### src/rtl/uart_echo_pkg.sv
// Shared types and constants for the UART echo bridge.
// Optional statistics counters are enabled with UART_ECHO_STATS_EN.
package uart_echo_pkg;

   typedef enum logic {
      R_IDLE,
      R_ACK
   } rx_state_t;

   typedef enum logic [1:0] {
      T_IDLE,
      T_REQ,
      T_BUSY
   } tx_state_t;

   localparam int STAT_W = 16;

   // Saturating add of a small increment to a statistics counter.
   function automatic logic [STAT_W-1:0] sat_add(
      input logic [STAT_W-1:0] a,
      input logic [1:0]        b
   );
      logic [STAT_W:0] s;
      s = {1'b0, a} + {{(STAT_W - 1){1'b0}}, b};
      return s[STAT_W] ? {STAT_W{1'b1}} : s[STAT_W-1:0];
   endfunction

endpackage

### src/rtl/sync_fifo.sv
// Single-clock FIFO with occupancy count.
// A push on full is taken only when a pop happens in the same cycle.
module sync_fifo #(
   parameter int DATA_W = 8,
   parameter int DEPTH  = 16
) (
   input  logic                    clk,
   input  logic                    reset_n,
   input  logic                    push_i,
   input  logic                    pop_i,
   input  logic [DATA_W-1:0]       din_i,
   output logic [DATA_W-1:0]       dout_o,
   output logic                    full_o,
   output logic                    empty_o,
   output logic [$clog2(DEPTH):0]  level_o
);

   localparam int ADDR_W = $clog2(DEPTH);
   localparam logic [ADDR_W:0]   LVL_ONE  = 1;
   localparam logic [ADDR_W:0]   LVL_FULL = (ADDR_W + 1)'(DEPTH);
   localparam logic [ADDR_W-1:0] PTR_ONE  = 1;

   logic [DATA_W-1:0] mem_q [DEPTH];
   logic [ADDR_W-1:0] wr_ptr_q, wr_ptr_d;
   logic [ADDR_W-1:0] rd_ptr_q, rd_ptr_d;
   logic [ADDR_W:0]   level_q, level_d;
   logic              do_push, do_pop;

   assign full_o  = (level_q == LVL_FULL);
   assign empty_o = (level_q == '0);
   assign level_o = level_q;
   assign dout_o  = mem_q[rd_ptr_q];
   assign do_pop  = pop_i && !empty_o;
   assign do_push = push_i && (!full_o || do_pop);

   // Next pointers and occupancy; pointers wrap naturally at DEPTH.
   always_comb begin
      wr_ptr_d = wr_ptr_q;
      rd_ptr_d = rd_ptr_q;
      level_d  = level_q;
      if (do_push) wr_ptr_d = wr_ptr_q + PTR_ONE;
      if (do_pop)  rd_ptr_d = rd_ptr_q + PTR_ONE;
      unique case ({do_push, do_pop})
         2'b10:   level_d = level_q + LVL_ONE;
         2'b01:   level_d = level_q - LVL_ONE;
         default: level_d = level_q;
      endcase
   end

   // Pointer and occupancy registers.
   always_ff @(posedge clk or negedge reset_n) begin
      if (!reset_n) begin
         wr_ptr_q <= '0;
         rd_ptr_q <= '0;
         level_q  <= '0;
      end else begin
         wr_ptr_q <= wr_ptr_d;
         rd_ptr_q <= rd_ptr_d;
         level_q  <= level_d;
      end
   end

   // Storage array; contents are don't-care while empty.
   always_ff @(posedge clk) begin
      if (do_push) mem_q[wr_ptr_q] <= din_i;
   end

endmodule

### src/rtl/uart_echo_fifo.sv
// Buffered echo bridge from UART receiver to transmitter.
// Define UART_ECHO_STATS_EN to add echo/drop counters.
module uart_echo_fifo
   import uart_echo_pkg::*;
#(
   parameter int DATA_W      = 8,
   parameter int DEPTH       = 16,
   parameter int REQ_TIMEOUT = 1024
) (
   input  logic                    clk,
   input  logic                    reset_n,
   input  logic                    rx_valid,
   input  logic [DATA_W-1:0]       rx_data,
   output logic                    rx_clear,
   input  logic                    tx_active,
   output logic [DATA_W-1:0]       tx_data,
   output logic                    tx_request,
   output logic [$clog2(DEPTH):0]  fifo_level,
   output logic                    overflow,
   output logic                    tx_error,
`ifdef UART_ECHO_STATS_EN
   output logic [STAT_W-1:0]       echo_count,
   output logic [STAT_W-1:0]       drop_count,
`endif
   input  logic                    clr_status
);

   localparam int ADDR_W = $clog2(DEPTH);
   localparam int TMR_W  = (REQ_TIMEOUT > 1) ? $clog2(REQ_TIMEOUT) : 1;
   localparam bit TMO_EN = (REQ_TIMEOUT > 0);
   localparam logic [TMR_W-1:0] TMO_LAST =
      TMR_W'(TMO_EN ? REQ_TIMEOUT - 1 : 0);
   localparam logic [TMR_W-1:0] TMR_ONE = 1;

   rx_state_t         rx_state_q;
   tx_state_t         tx_state_q;
   logic              rx_clear_q;
   logic              tx_request_q;
   logic [DATA_W-1:0] tx_data_q;
   logic [TMR_W-1:0]  timer_q;
   logic              overflow_q;
   logic              tx_error_q;

   logic              fifo_full, fifo_empty;
   logic [DATA_W-1:0] fifo_dout;
   logic [ADDR_W:0]   fifo_lvl;
   logic              rx_take, tx_take;
   logic              ov_drop, tmo_hit, echo_done;

   assign rx_take   = (rx_state_q == R_IDLE) && rx_valid;
   assign tx_take   = (tx_state_q == T_IDLE) && !fifo_empty && !tx_active;
   assign ov_drop   = rx_take && fifo_full && !tx_take;
   assign tmo_hit   = TMO_EN && (tx_state_q == T_REQ) && !tx_active &&
                      (timer_q == TMO_LAST);
   assign echo_done = (tx_state_q == T_BUSY) && !tx_active;

   sync_fifo #(
      .DATA_W (DATA_W),
      .DEPTH  (DEPTH)
   ) u_fifo (
      .clk     (clk),
      .reset_n (reset_n),
      .push_i  (rx_take),
      .pop_i   (tx_take),
      .din_i   (rx_data),
      .dout_o  (fifo_dout),
      .full_o  (fifo_full),
      .empty_o (fifo_empty),
      .level_o (fifo_lvl)
   );

   // RX side: capture once per rx_valid level, hold clear until it drops.
   always_ff @(posedge clk or negedge reset_n) begin
      if (!reset_n) begin
         rx_state_q <= R_IDLE;
         rx_clear_q <= 1'b0;
      end else begin
         unique case (rx_state_q)
            R_IDLE: begin
               if (rx_valid) begin
                  rx_state_q <= R_ACK;
                  rx_clear_q <= 1'b1;
               end
            end
            R_ACK: begin
               if (!rx_valid) begin
                  rx_state_q <= R_IDLE;
                  rx_clear_q <= 1'b0;
               end
            end
         endcase
      end
   end

   // TX side: pop, request, wait for the UART to accept and finish.
   always_ff @(posedge clk or negedge reset_n) begin
      if (!reset_n) begin
         tx_state_q   <= T_IDLE;
         tx_request_q <= 1'b0;
         tx_data_q    <= '0;
         timer_q      <= '0;
      end else begin
         unique case (tx_state_q)
            T_IDLE: begin
               if (tx_take) begin
                  tx_data_q    <= fifo_dout;
                  tx_request_q <= 1'b1;
                  timer_q      <= '0;
                  tx_state_q   <= T_REQ;
               end
            end
            T_REQ: begin
               if (tx_active) begin
                  tx_request_q <= 1'b0;
                  tx_state_q   <= T_BUSY;
               end else if (tmo_hit) begin
                  tx_request_q <= 1'b0;
                  tx_state_q   <= T_IDLE;
               end else if (TMO_EN) begin
                  timer_q <= timer_q + TMR_ONE;
               end
            end
            T_BUSY: begin
               if (!tx_active) tx_state_q <= T_IDLE;
            end
            default: begin
               tx_request_q <= 1'b0;
               tx_state_q   <= T_IDLE;
            end
         endcase
      end
   end

   // Sticky status flags; a new event beats a simultaneous clear.
   always_ff @(posedge clk or negedge reset_n) begin
      if (!reset_n) begin
         overflow_q <= 1'b0;
         tx_error_q <= 1'b0;
      end else begin
         overflow_q <= (overflow_q && !clr_status) || ov_drop;
         tx_error_q <= (tx_error_q && !clr_status) || tmo_hit;
      end
   end

`ifdef UART_ECHO_STATS_EN
   logic [STAT_W-1:0] echo_q;
   logic [STAT_W-1:0] drop_q;
   logic [1:0]        drop_inc;

   assign drop_inc = {1'b0, ov_drop} + {1'b0, tmo_hit};

   // Saturating counters; events in a clear cycle still count.
   always_ff @(posedge clk or negedge reset_n) begin
      if (!reset_n) begin
         echo_q <= '0;
         drop_q <= '0;
      end else begin
         echo_q <= sat_add(clr_status ? '0 : echo_q, {1'b0, echo_done});
         drop_q <= sat_add(clr_status ? '0 : drop_q, drop_inc);
      end
   end

   assign echo_count = echo_q;
   assign drop_count = drop_q;
`endif

   assign rx_clear   = rx_clear_q;
   assign tx_request = tx_request_q;
   assign tx_data    = tx_data_q;
   assign fifo_level = fifo_lvl;
   assign overflow   = overflow_q;
   assign tx_error   = tx_error_q;

endmodule

### config.mk
export PLATFORM = sky130hd
export DESIGN_NAME = uart_echo_fifo
export DESIGN_NICKNAME = d
export VERILOG_FILES = /design/src/rtl/uart_echo_pkg.sv /design/src/rtl/sync_fifo.sv /design/src/rtl/uart_echo_fifo.sv
export SDC_FILE = /design/constraint.sdc
export NUM_CORES = 1
export LEC_CHECK = 0
export BUFFER_PORTS_ARGS = -buffer_cell sky130_fd_sc_hd__buf_2
export CAP_MARGIN = 20
export CORE_UTILIZATION = 61
export DETAILED_ROUTE_END_ITERATION = 10
export PLACE_DENSITY_LB_ADDON = 0.2
export SETUP_SLACK_MARGIN = 0.3
export SYNTH_ARGS = -nofsm -noshare
export SYNTH_HDL_FRONTEND = slang
export SYNTH_SLANG_ARGS = --single-unit
### constraint.sdc
create_clock -name clk -period 4.1 [get_ports clk]
set_input_delay 0.41 -clock clk [delete_from_list [all_inputs] [get_ports clk]]
set_output_delay 0.41 -clock clk [all_outputs]
set_load 0.005 [all_outputs]
* After elaboration in Yosys (flattened, before gate mapping) *
Memory sizes are Yosys's and may differ from the RTL's. A register that Yosys moved wholly into a read port is not among the register bits.
Index checks and enable logic that the tools add are counted.

word-level totals
  output and inout port bits = 17
  memory bits (writable) = 128
  word-level logic and storage cells = 80
  memories = 1
  flip-flop bits (word level) = 30

cells by class
  bitwise logic cells = 2
  add/subtract/negate cells = 5
  reduce and logical (&&, ||, !) cells = 29
  eq/ne operators = 13
  muxes and demuxes = 20

memory list
  name          depth  bits a word  rd ports  clocked after memory_dff  write ports  RTL line         RTL
  u_fifo.mem_q  16     8            1         1                         1            sync_fifo.sv:23  logic [DATA_W-1:0] mem_q [DEPTH];

operator list
  operator                                                                count
  10-bit two-way mux                                                      3
  10-bit one-hot mux with 2 select lines                                  1
  2-bit inequality test (second input constant)                           6
  1-bit logical AND                                                       11
  10-bit by 1-bit adder with 10-bit output (second input constant)        1
  10-bit equality test (second input constant)                            1
  5-bit one-hot mux with 2 select lines                                   1
  4-bit by 1-bit adder with 4-bit output (second input constant)          2
  1-bit two-way mux                                                       8
  2-bit two-way mux                                                       4
  1-bit logical NOT                                                       6
  2-bit one-hot mux with 3 select lines                                   1
  3-bit AND reduction                                                     2
  5-bit by 1-bit adder with 5-bit output (second input constant)          1
  5-bit equality test (second input constant)                             1
  5-bit logical NOT                                                       1
  5-bit by 1-bit subtractor with 5-bit output (second input constant)     1
  2-bit by 1-bit equality test with 1-bit output (second input constant)  2
  2-bit equality test (second input constant)                             2
  2-bit AND reduction                                                     2
  4-bit AND reduction                                                     1
  2-bit nonzero test                                                      2
  1-bit logical OR                                                        3
  3-bit inequality test (second input constant)                           1
  other kinds (4)                                                         5

* Longest topological paths before layout *
Gate-level depths: netlist of the first run.

  depth in word-level cells = 9
  mapped depth = 13
  depth with buffers taken out = 11

* Cells and area by module *
From an unflattened synthesis of the first run, not the netlist that was laid out.

second synthesis, totals
  cell total of the unflattened synthesis = 415
  area total of the unflattened synthesis = 6909.1 um^2

modules (own cells, without submodules)
  module          seq. area each (um^2)  area each (um^2)  instances  cells each
  sync_fifo       4169.0                 5774.3            1          301
  uart_echo_fifo  625.6                  1134.8            1          114

* Worst setup path before layout of the first run *
No wires, ideal clock.

  path type = register to register
  start point = reg u_fifo.level_q[1], in the netlist u_fifo.level_o[1]
  end point = reg u_fifo.level_q[4], in the netlist u_fifo.level_o[4]
  stages on the path, launching flop included = 14
  arrival time = 3.015 ns
  buffers on the path = 3
  setup time = 0.105 ns
  setup slack = 0.980 ns
  cells stage by stage = dfrtp_1 > buf_2 > or4_1 > o31a_1 > buf_2 > inv_2 > ha_1 > clkbuf_1 > xor2_1 > ha_1 > nor2b_1 > o21ai_0 > a21oi_1 > nor4b_1

on the way
  word-level cells in the longest chain between the ends = 9
  elaborated cells between the ends (all ways) = 15
  classes of those cells = 2 x add/sub; 3 x eq/ne; 1 x mux; 9 x reduce/logical

RTL lines
  item                                                                                   RTL line                               RTL
  start: declaration                                                                     sync_fifo.sv:26                        logic [ADDR_W:0] level_q, level_d;
  start signal: assignment                                                               sync_fifo.sv:59                        level_q <= level_d;
  5-bit logical NOT                                                                      sync_fifo.sv:30                        assign empty_o = (level_q == '0);
  1-bit logical NOT                                                                      sync_fifo.sv:33, uart_echo_fifo.sv:51
  1-bit logical AND (2 in series)                                                        uart_echo_fifo.sv:51                   assign tx_take = (tx_state_q == T_IDLE) && !fifo_empty && !tx_active;
  1-bit logical AND                                                                      sync_fifo.sv:33                        assign do_pop = pop_i && !empty_o;
  1-bit logical OR                                                                       sync_fifo.sv:34                        assign do_push = push_i && (!full_o || do_pop);
  1-bit logical AND                                                                      sync_fifo.sv:34
  2-bit by 1-bit equality test with 1-bit output or 2-bit equality test (tied branches)  sync_fifo.sv:43                        unique case ({do_push, do_pop})
  5-bit one-hot mux with 2 select lines or 2-bit nonzero test (tied branches)            n/a

Several ways; a longest one is shown, not always the timed one.
A chain may end at the register's enable or synchronous reset.

* Final worst setup path of the first run *
Same ends and word-level chain as after synthesis.

==> results of run 1 <==
[cell families (layout without fill, tap and decap cells)]
family	count (synthesis)	count (layout)
buffers and inverters	39	89
DFF	166	166
and+or+nand+nor	85	85
muxes	43	43
adders and majority gates	11	11
xor gates and xnor gates	10	10
AOI/OAI and AO/OA	65	65
[Yosys cell counts (all sizes together), types with 2 or more instances]
master,instances
nor4,5
inv,15
nor3b,2
nor2,14
mux4,32
xnor2,7
nand4,3
mux2i,10
nand2b,3
xor2,3
dfrtp,38
nor3,6
a31oi,6
a211o,8
a21boi,3
and3,2
a21oi,17
nand3,6
o21ai,9
a22o,8
ha,11
or4,2
nand2,18
clkbuf,11
o21a,2
and2,6
buf,13
o211ai,2
nor2b,12
edfxtp,128
[power groups by stage]
stage               clock network, mW  registers, mW  logic (mW)
finish                           1.41           2.34        1.17
global route                     1.50           2.39        1.27
CTS                              1.43           2.35        1.18
detailed placement                  0           2.37        1.16
global placement                    0           2.36        1.14
floorplan                           0           2.12        1.03
[worst max path at each step]
stage	startpoint	to	slack (ns)	cells past startpoint
CTS	u_fifo.level_o[1]	u_fifo.level_o[4]	0.85	10
floorplan	u_fifo.level_o[1]	u_fifo.level_o[4]	0.98	13
global route	u_fifo.level_o[1]	u_fifo.level_o[4]	0.56	10
global placement	u_fifo.level_o[1]	u_fifo.level_o[4]	0.99	10
detailed placement	u_fifo.level_o[1]	u_fifo.level_o[4]	0.89	10
finish	u_fifo.level_o[1]	u_fifo.level_o[4]	0.82	10
[layer usage]
layer / share of wire, % / vias to the layer above / global-route usage [%]
met3: 5.5 / 19 / 6.52
met4: 1.6 / 0 / 9.07
li1: - / 1715 / -
met1: 43 / 1949 / 36.0
met5: 0 / - / 0
met2: 50 / 118 / 38.2
[registers in the layout, summed over array words and instances (netlist names)]
register	count
timer_q	10
tx_state_q	2
u_fifo.level_o	5
tx_data	8
tx_request	1
overflow	1
u_fifo.wr_ptr_q	4
tx_error	1
u_fifo.mem_q	128
rx_state_q	1
rx_clear	1
u_fifo.rd_ptr_q	4
[placed cells by master (no fill, tap or decap), types with 3 or more instances in the layout]
master,Yosys,layout
sky130_fd_sc_hd__edfxtp_1,128,128
sky130_fd_sc_hd__dfrtp_1,38,37
sky130_fd_sc_hd__mux4_2,32,32
sky130_fd_sc_hd__buf_2,8,29
sky130_fd_sc_hd__nand2_1,18,18
sky130_fd_sc_hd__a21oi_1,17,17
sky130_fd_sc_hd__clkbuf_16,0,17
sky130_fd_sc_hd__inv_1,14,14
sky130_fd_sc_hd__nor2_1,14,14
sky130_fd_sc_hd__buf_4,2,13
sky130_fd_sc_hd__nor2b_1,12,12
sky130_fd_sc_hd__ha_1,11,11
sky130_fd_sc_hd__mux2i_1,10,10
sky130_fd_sc_hd__o21ai_0,8,8
sky130_fd_sc_hd__a211o_1,8,8
sky130_fd_sc_hd__a22o_1,8,8
sky130_fd_sc_hd__xnor2_1,7,7
sky130_fd_sc_hd__clkinv_2,0,7
sky130_fd_sc_hd__nor3_1,6,6
sky130_fd_sc_hd__nand3_1,6,6
sky130_fd_sc_hd__and2_1,6,6
sky130_fd_sc_hd__a31oi_1,6,6
sky130_fd_sc_hd__clkinv_1,0,6
sky130_fd_sc_hd__nor4_1,5,5
sky130_fd_sc_hd__xor2_1,3,3
sky130_fd_sc_hd__nand4_1,3,3
sky130_fd_sc_hd__nand2b_1,3,3
sky130_fd_sc_hd__a21boi_0,3,3
[cell type report]
cell class	count	share of cell area, %
Clock buffer	17	5.48
Clock inverter	15	1.22
Inverter	15	0.725
Multi-Input combinational cell	214	25.5
Sequential cell	166	61.7
Tap cell	140	2.26
Timing Repair Buffer	42	3.13
[through the flow]
stage          total power, mW  std cells  setup slack [ns]
2_1_floorplan             3.16        419             0.980
3_3_place_gp              3.50        577             0.986
3_5_place_dp              3.54        577             0.887
4_1_cts                   4.96        609             0.848
5_1_grt                   5.16        609             0.555
6_report                  4.92        609             0.823
==> insert_results.sql, run 1 <==
INSERT INTO impl_metrics (metric_group, metric, value, unit) VALUES
('setup_path', 'crit_buf_inv', '1', ''),
('drt', 'wl_per_cell', '21.5', 'um'),
('final_layout', 'fin_util', '70.7', '%'),
('place', 'place.gp.congestion', '0.847', ''),
('final_layout', 'areaGrowthSynthToFinish', '11.8', '%'),
('yosys', 'synth_seq_area_share', '69.0', '%'),
('timing', 'grt_setup_unrepaired', 'no', ''),
('yosys', 'synth.cell_area', '6950', 'um^2'),
('job', 'max-cap-violations', '0', ''),
('timing', 'maxSlewViolCount', '0', ''),
('yosys', 'synth_ff_type', 'sky130_fd_sc_hd__edfxtp_1', ''),
('clock_network', 'cts-htree-levels', '4', ''),
('setup_path', 'cp_top_family', 'compound AO/OA/AOI/OAI gates', ''),
('die', 'die_width', '109', 'um'),
('die', 'fp.dieArea', '11800', 'um^2'),
('drt', 'antenna_left', '0', ''),
('clock_network', 'hold_buffers', '0', ''),
('final_layout', 'multi_input_area', '1980', 'um^2'),
('min_path', 'hold_path.class', 'primary input to asynchronous set/reset pin', ''),
('timing', 'timing.clock.skew', '0.00946', 'ns'),
('clock_network', 'cts_max_path_buffers', '2', ''),
('run_status', 'run_status', 'complete, no violations', ''),
('drt', 'post_drt_via_cell_ratio', '6.24', ''),
('setup_path', 'critical_path_arrival', '3.60', 'ns'),
('timing', 'worstMarginPinSlew', '0.987', 'ns'),
('pwr', 'total_switching_power', '1.46', 'mW'),
('timing', 'max-slew-margin-rel', '34.2', '%'),
('drt', 'post-route-drc-count', '0', ''),
('yosys', 'synth_adder_area_share', '1.98', '%'),
('drt', 'drt_iter0_drc', '341', ''),
('clock_network', 'tritoncts_buffers', '17', ''),
('pwr', 'power_frac_seq', '47.6', '%'),
('yosys', 'synth.net_count', '443', ''),
('yosys', 'syn-instance-count', '419', ''),
('yosys', 'synthesized_flop_and_latch_total', '166', ''),
('timing', 'worst_hold_slack', '0.109', 'ns'),
('grt', 'grt_start_max_net_pins', '39', ''),
('setup_path', 'reg2reg_slack', '0.82', 'ns'),
('timing', 'finalCriticalPeriod', '3.28', 'ns'),
('yosys', 'netlist.top_cell.by_area', 'sky130_fd_sc_hd__edfxtp_1', ''),
('yosys', 'synthTopCellsByArea', 'sky130_fd_sc_hd__edfxtp_1 (55%), sky130_fd_sc_hd__dfrtp_1 (14%), sky130_fd_sc_hd__mux4_2 (10%), sky130_fd_sc_hd__ha_1 (2.0%), sky130_fd_sc_hd__mux2i_1 (1.4%)', ''),
('pwr', 'p_leak', '2.80', 'nW'),
('grt', 'grt_pass1_wl', '20.8', 'mm'),
('yosys', 'yosys-mux-area-fraction', '12.0', '%'),
('setup_path', 'crit_path_end_kind', 'flop', ''),
('setup_path', 'worstPathMaxFanout', '10', ''),
('drt', 'route.final.wire_length', '13.1', 'mm'),
('die', 'num_ports', '30', ''),
('pwr', 'power_switching_share', '29.7', '%'),
('die', 'fp-row-count', '38', ''),
('pwr', 'internal_power', '3.46', 'mW'),
('yosys', 'post_synthesis_simple_gate_area_fraction', '6.57', '%'),
('pwr', 'vdd_drop_max', '0.429', 'mV'),
('final_layout', 'n_antenna_cell', '0', ''),
('yosys', 'largest_family_of_logic_cells_by_synthesized_area', 'multiplexers', ''),
('setup_path', 'timing.rr.end', 'u_fifo.level_o[4]', ''),
('final_layout', 'fill_cells', '699', ''),
('yosys', 'number_of_flops_mapped_to_enable_cells_by_yosys', '128', ''),
('clock_network', 'tritoncts', 'done', ''),
('yosys', 'synth.yosys.warnings', '0', ''),
('timing', 'finalCritPeriodShare', '79.9', '%'),
('setup_path', 'critical_path_class', 'flop to flop', ''),
('place', 'io_buffer_count', '29', ''),
('yosys', 'synth-compound-area-share', '6.66', '%'),
('final_layout', 'postLayoutCellArea', '7770', 'um^2'),
('die', 'die_y', '109', 'um'),
('setup_path', 'crit_path_start_kind', 'flop', ''),
('final_layout', 'drive_above_1_share', '22.8', '%'),
('setup_path', 'critPathSlowestCell', 'sky130_fd_sc_hd__or4_1', ''),
('setup_path', 'worst_path_largest_cell_delay', '0.61', 'ns'),
('setup_path', 'required', '4.42', 'ns');
Note: power is estimated with default switching activity, not from simulation.
==> run 2: changes to the inputs <==
==> constraint.sdc (replaced) <==
create_clock -name clk -period 3.2 [get_ports clk]
set_input_delay 0.32 -clock clk [delete_from_list [all_inputs] [get_ports clk]]
set_output_delay 0.32 -clock clk [all_outputs]
set_load 0.005 [all_outputs]
==> run 2 against run 1 <==
Wire length grew 2.9%. Final area grew 1.6%. Count of clock-buffer cells in the layout grew 1. Sequential power grew 26%. Clock power grew 30%. Die area is the same. Sequential cell count is the same. Critical path depth is the same. Global-route usage shrank 0.14 points. Critical endpoint unchanged.
==> insert_results.sql, run 2 (synthesized netlist as in run 1, its figures left out) <==
INSERT INTO impl_metrics (metric_group, metric, value, unit) VALUES
('pwr', 'p_leak', '2.84', 'nW'),
('die', 'core_area', '11000', 'um^2'),
('setup_path', 'critical_path_class', 'flop to flop', ''),
('final_layout', 'regMostFlops', 'u_fifo.mem_q', ''),
('timing', 'grt_setup_unrepaired', 'no', ''),
('final_layout', 'layoutNonFillerInstCount', '620', ''),
('setup_path', 'worst_path_largest_cell_delay', '0.55', 'ns'),
('clock_network', 'tritoncts_buffers', '17', ''),
('final_layout', 'areaGrowthSynthToFinish', '13.5', '%'),
('setup_path', 'r2r-start', 'u_fifo.level_o[0]', ''),
('setup_path', 'critPathSlowestCell', 'sky130_fd_sc_hd__or4_4', ''),
('drt', 'drt_iter0_drc', '386', ''),
('final_layout', 'n_antenna_cell', '0', ''),
('grt', 'grt_antenna_before_repair', '0', ''),
('setup_path', 'critical_path_arrival', '3.11', 'ns'),
('final_layout', 'drive_above_1_share', '25.8', '%'),
('grt', 'groute.usage.overall', '25.1', '%'),
('die', 'fp-row-count', '38', ''),
('drt', 'post_drt_via_cell_ratio', '6.15', ''),
('grt', 'grt_residual_overflow', '0', ''),
('setup_path', 'timing.rr.end', 'u_fifo.level_o[4]', ''),
('timing', 'report.final.hold_viol_count', '0', ''),
('setup_path', 'crit_chain', 'or4_4 > o31a_1 > inv_4 > ha_4 > xor2_1 > ha_1 > o211a_1 > o21ai_1 > o41ai_1 > nor4b_1', ''),
('final_layout', 'commonest_cells_after_routing_fill_and_taps_aside', 'sky130_fd_sc_hd__edfxtp_1 (128), sky130_fd_sc_hd__dfrtp_1 (36), sky130_fd_sc_hd__mux4_2 (32), sky130_fd_sc_hd__buf_2 (29), sky130_fd_sc_hd__buf_4 (24)', ''),
('final_layout', 'largest_reg_flops', '128', ''),
('drt', 'wl_per_cell', '21.7', 'um'),
('place', 'post_dp_cell_area', '7310', 'um^2'),
('timing', 'finalCritPeriodShare', '87.1', '%'),
('setup_path', 'required', '3.53', 'ns'),
('min_path', 'hold_path.class', 'primary input to asynchronous set/reset pin', ''),
('clock_network', 'clk_latency', '0.43', 'ns'),
('clock_network', 'cts-htree-levels', '4', ''),
('setup_path', 'cp_top_family', 'compound AO/OA/AOI/OAI gates', ''),
('setup_path', 'crit_buf_inv', '1', ''),
('final_layout', 'postLayoutCellArea', '7890', 'um^2'),
('die', 'start_util', '63.3', '%'),
('final_layout', 'layout_commonest_cell', 'sky130_fd_sc_hd__edfxtp_1', ''),
('final_layout', 'fill_cells', '688', ''),
('place', 'dp.final_hpwl', '8.60', 'mm'),
('place', 'io_buffer_count', '29', ''),
('pwr', 'pwr_density_cell', '811', 'nW/um^2'),
('die', 'die_y', '109', 'um'),
('drt', 'routedLengthMet1', '5.90', 'mm'),
('timing', 'finalCriticalPeriod', '2.79', 'ns'),
('clock_network', 'clkSlewWorstSetupHoldPaths', '0.06', 'ns'),
('clock_network', 'hold_buffers', '0', ''),
('timing', 'setup-tns-final', '0', 'ns'),
('timing', 'maxClockFrequency', '359', 'MHz'),
('setup_path', 'worstPathMaxFanout', '7', ''),
('timing', 'maxSlewViolCount', '0', ''),
('drt', 'drt_pre_antenna_iters', '5', ''),
('drt', 'route.final.wire_length', '13.5', 'mm'),
('timing', 'final-setup-viol-count', '0', ''),
('drt', 'post-route-drc-count', '0', ''),
('die', 'die_width', '109', 'um'),
('setup_path', 'worst_r2r_path_depth', '10', ''),
('pwr', 'vdd_drop_max', '0.595', 'mV'),
('job', 'max-cap-violations', '0', ''),
('final_layout', 'layout.nets', '491', ''),
('setup_path', 'reg2reg_slack', '0.41', 'ns'),
('timing', 'worst_hold_slack', '0.00853', 'ns'),
('setup_path', 'crit_path_start_kind', 'flop', ''),
('timing', 'timing.clock.skew', '0.00652', 'ns'),
('run_status', 'run_status', 'complete, no violations', ''),
('clock_network', 'clk_root_buffer_cell', 'sky130_fd_sc_hd__clkbuf_16', ''),
('place', 'dp.cells', '583', ''),
('grt', 'grt_pass1_wl', '20.7', 'mm'),
('timing', 'max-slew-margin-rel', '30.8', '%'),
('drt', 'dr_total_vias', '3815', ''),
('clock_network', 'cts_max_path_buffers', '2', ''),
('die', 'num_ports', '30', ''),
('place', 'place.gp.congestion', '0.911', ''),
('drt', 'met2RoutedLength', '6.79', 'mm'),
('drt', 'antenna_left', '0', ''),
('drt', 'dr_wl_met3', '552', 'um'),
('timing', 'worstMarginPinSlew', '1.04', 'ns'),
('grt', 'grt_start_max_net_pins', '39', ''),
('grt', 'first_global_vias', '3713', ''),
('clock_network', 'cts_num_sinks', '166', ''),
('clock_network', 'tritoncts', 'done', ''),
('drt', 'route.top_layer_used', 'met4', ''),
('die', 'fp.dieArea', '11800', 'um^2'),
('setup_path', 'crit_path_end_kind', 'flop', '');
-- run 2: changes by cell type in the layout (fill, tap and decap cells not counted), moves of 2 or more --
| cell | before | now |
|---|---|---|
| sky130_fd_sc_hd__o21ai_0 | 8 | 6 |
| sky130_fd_sc_hd__clkinv_4 | 0 | 2 |
| sky130_fd_sc_hd__clkinv_2 | 7 | 2 |
| sky130_fd_sc_hd__clkinvlp_4 | 1 | 4 |
| sky130_fd_sc_hd__o21ai_1 | 0 | 2 |
| sky130_fd_sc_hd__clkinv_1 | 6 | 2 |
| sky130_fd_sc_hd__buf_4 | 13 | 24 |
| sky130_fd_sc_hd__inv_6 | 0 | 3 |
-- run 2: layout make-up --
| class | count | area (um^2) | area share, % |
|---|---|---|---|
| clock buffers | 18 | 429 | 5.44 |
| flip-flops and latches | 166 | 4800 | 60.8 |
| inverters | 15 | 58.8 | 0.745 |
| clock inverters | 14 | 103 | 1.30 |
| multi-input cells | 214 | 2000 | 25.4 |
| repair buffers | 53 | 325 | 4.12 |
| well taps | 140 | 175 | 2.22 |
-- run 2: worst register-to-register path, delay by kind of cell (launching register included) --
family	cells	cell delay, ns
flip-flops	1	0.44
AO/OA/AOI/OAI	4	0.84
AND/OR/NAND/NOR	2	0.82
buffers and inverters	1	0.11
XOR/XNOR	1	0.08
adder cells (fa/ha/maj)	2	0.39
-- run 2: repair_timing --
action,CTS,global route
resized for setup,1,2
pin swaps,1,2
setup endpoints to repair,1,1
setup buffers,1,4
-- run 2: worst max path at each step --
stage,startpoint,to,cells after the start,slack (ns)
global route,u_fifo.level_o[0],u_fifo.level_o[4],10,0.32
detailed placement,u_fifo.level_o[0],u_fifo.level_o[4],10,0.20
CTS,u_fifo.level_o[0],u_fifo.level_o[4],10,0.38
floorplan,u_fifo.level_o[1],u_fifo.level_o[4],13,0.31
global placement,u_fifo.level_o[0],u_fifo.level_o[4],10,0.29
finish,u_fifo.level_o[0],u_fifo.level_o[4],10,0.41
-- run 2: stage by stage --
step	util, %	power [mW]	setup WS [ns]
finish	71.8	6.39	0.414
global placement	66.5	4.51	0.292
CTS	71.5	6.39	0.382
global route	71.8	6.66	0.323
detailed placement	66.5	4.56	0.195
floorplan	-	4.06	0.310
-- run 2: layer usage --
layer  vias to the layer above  track usage (%)
met4                         0             9.94
met2                       115             40.8
met5                         -                0
li1                       1734                -
met3                        20             6.16
met1                      1946             32.9
-- run 2: where the power goes --
part	switching, mW	leakage (nW)	internal (mW)
clock	0.838	0.250	0.995
combinational	0.733	0.963	0.869
sequential	0.395	1.63	2.56
total	1.97	2.84	4.43
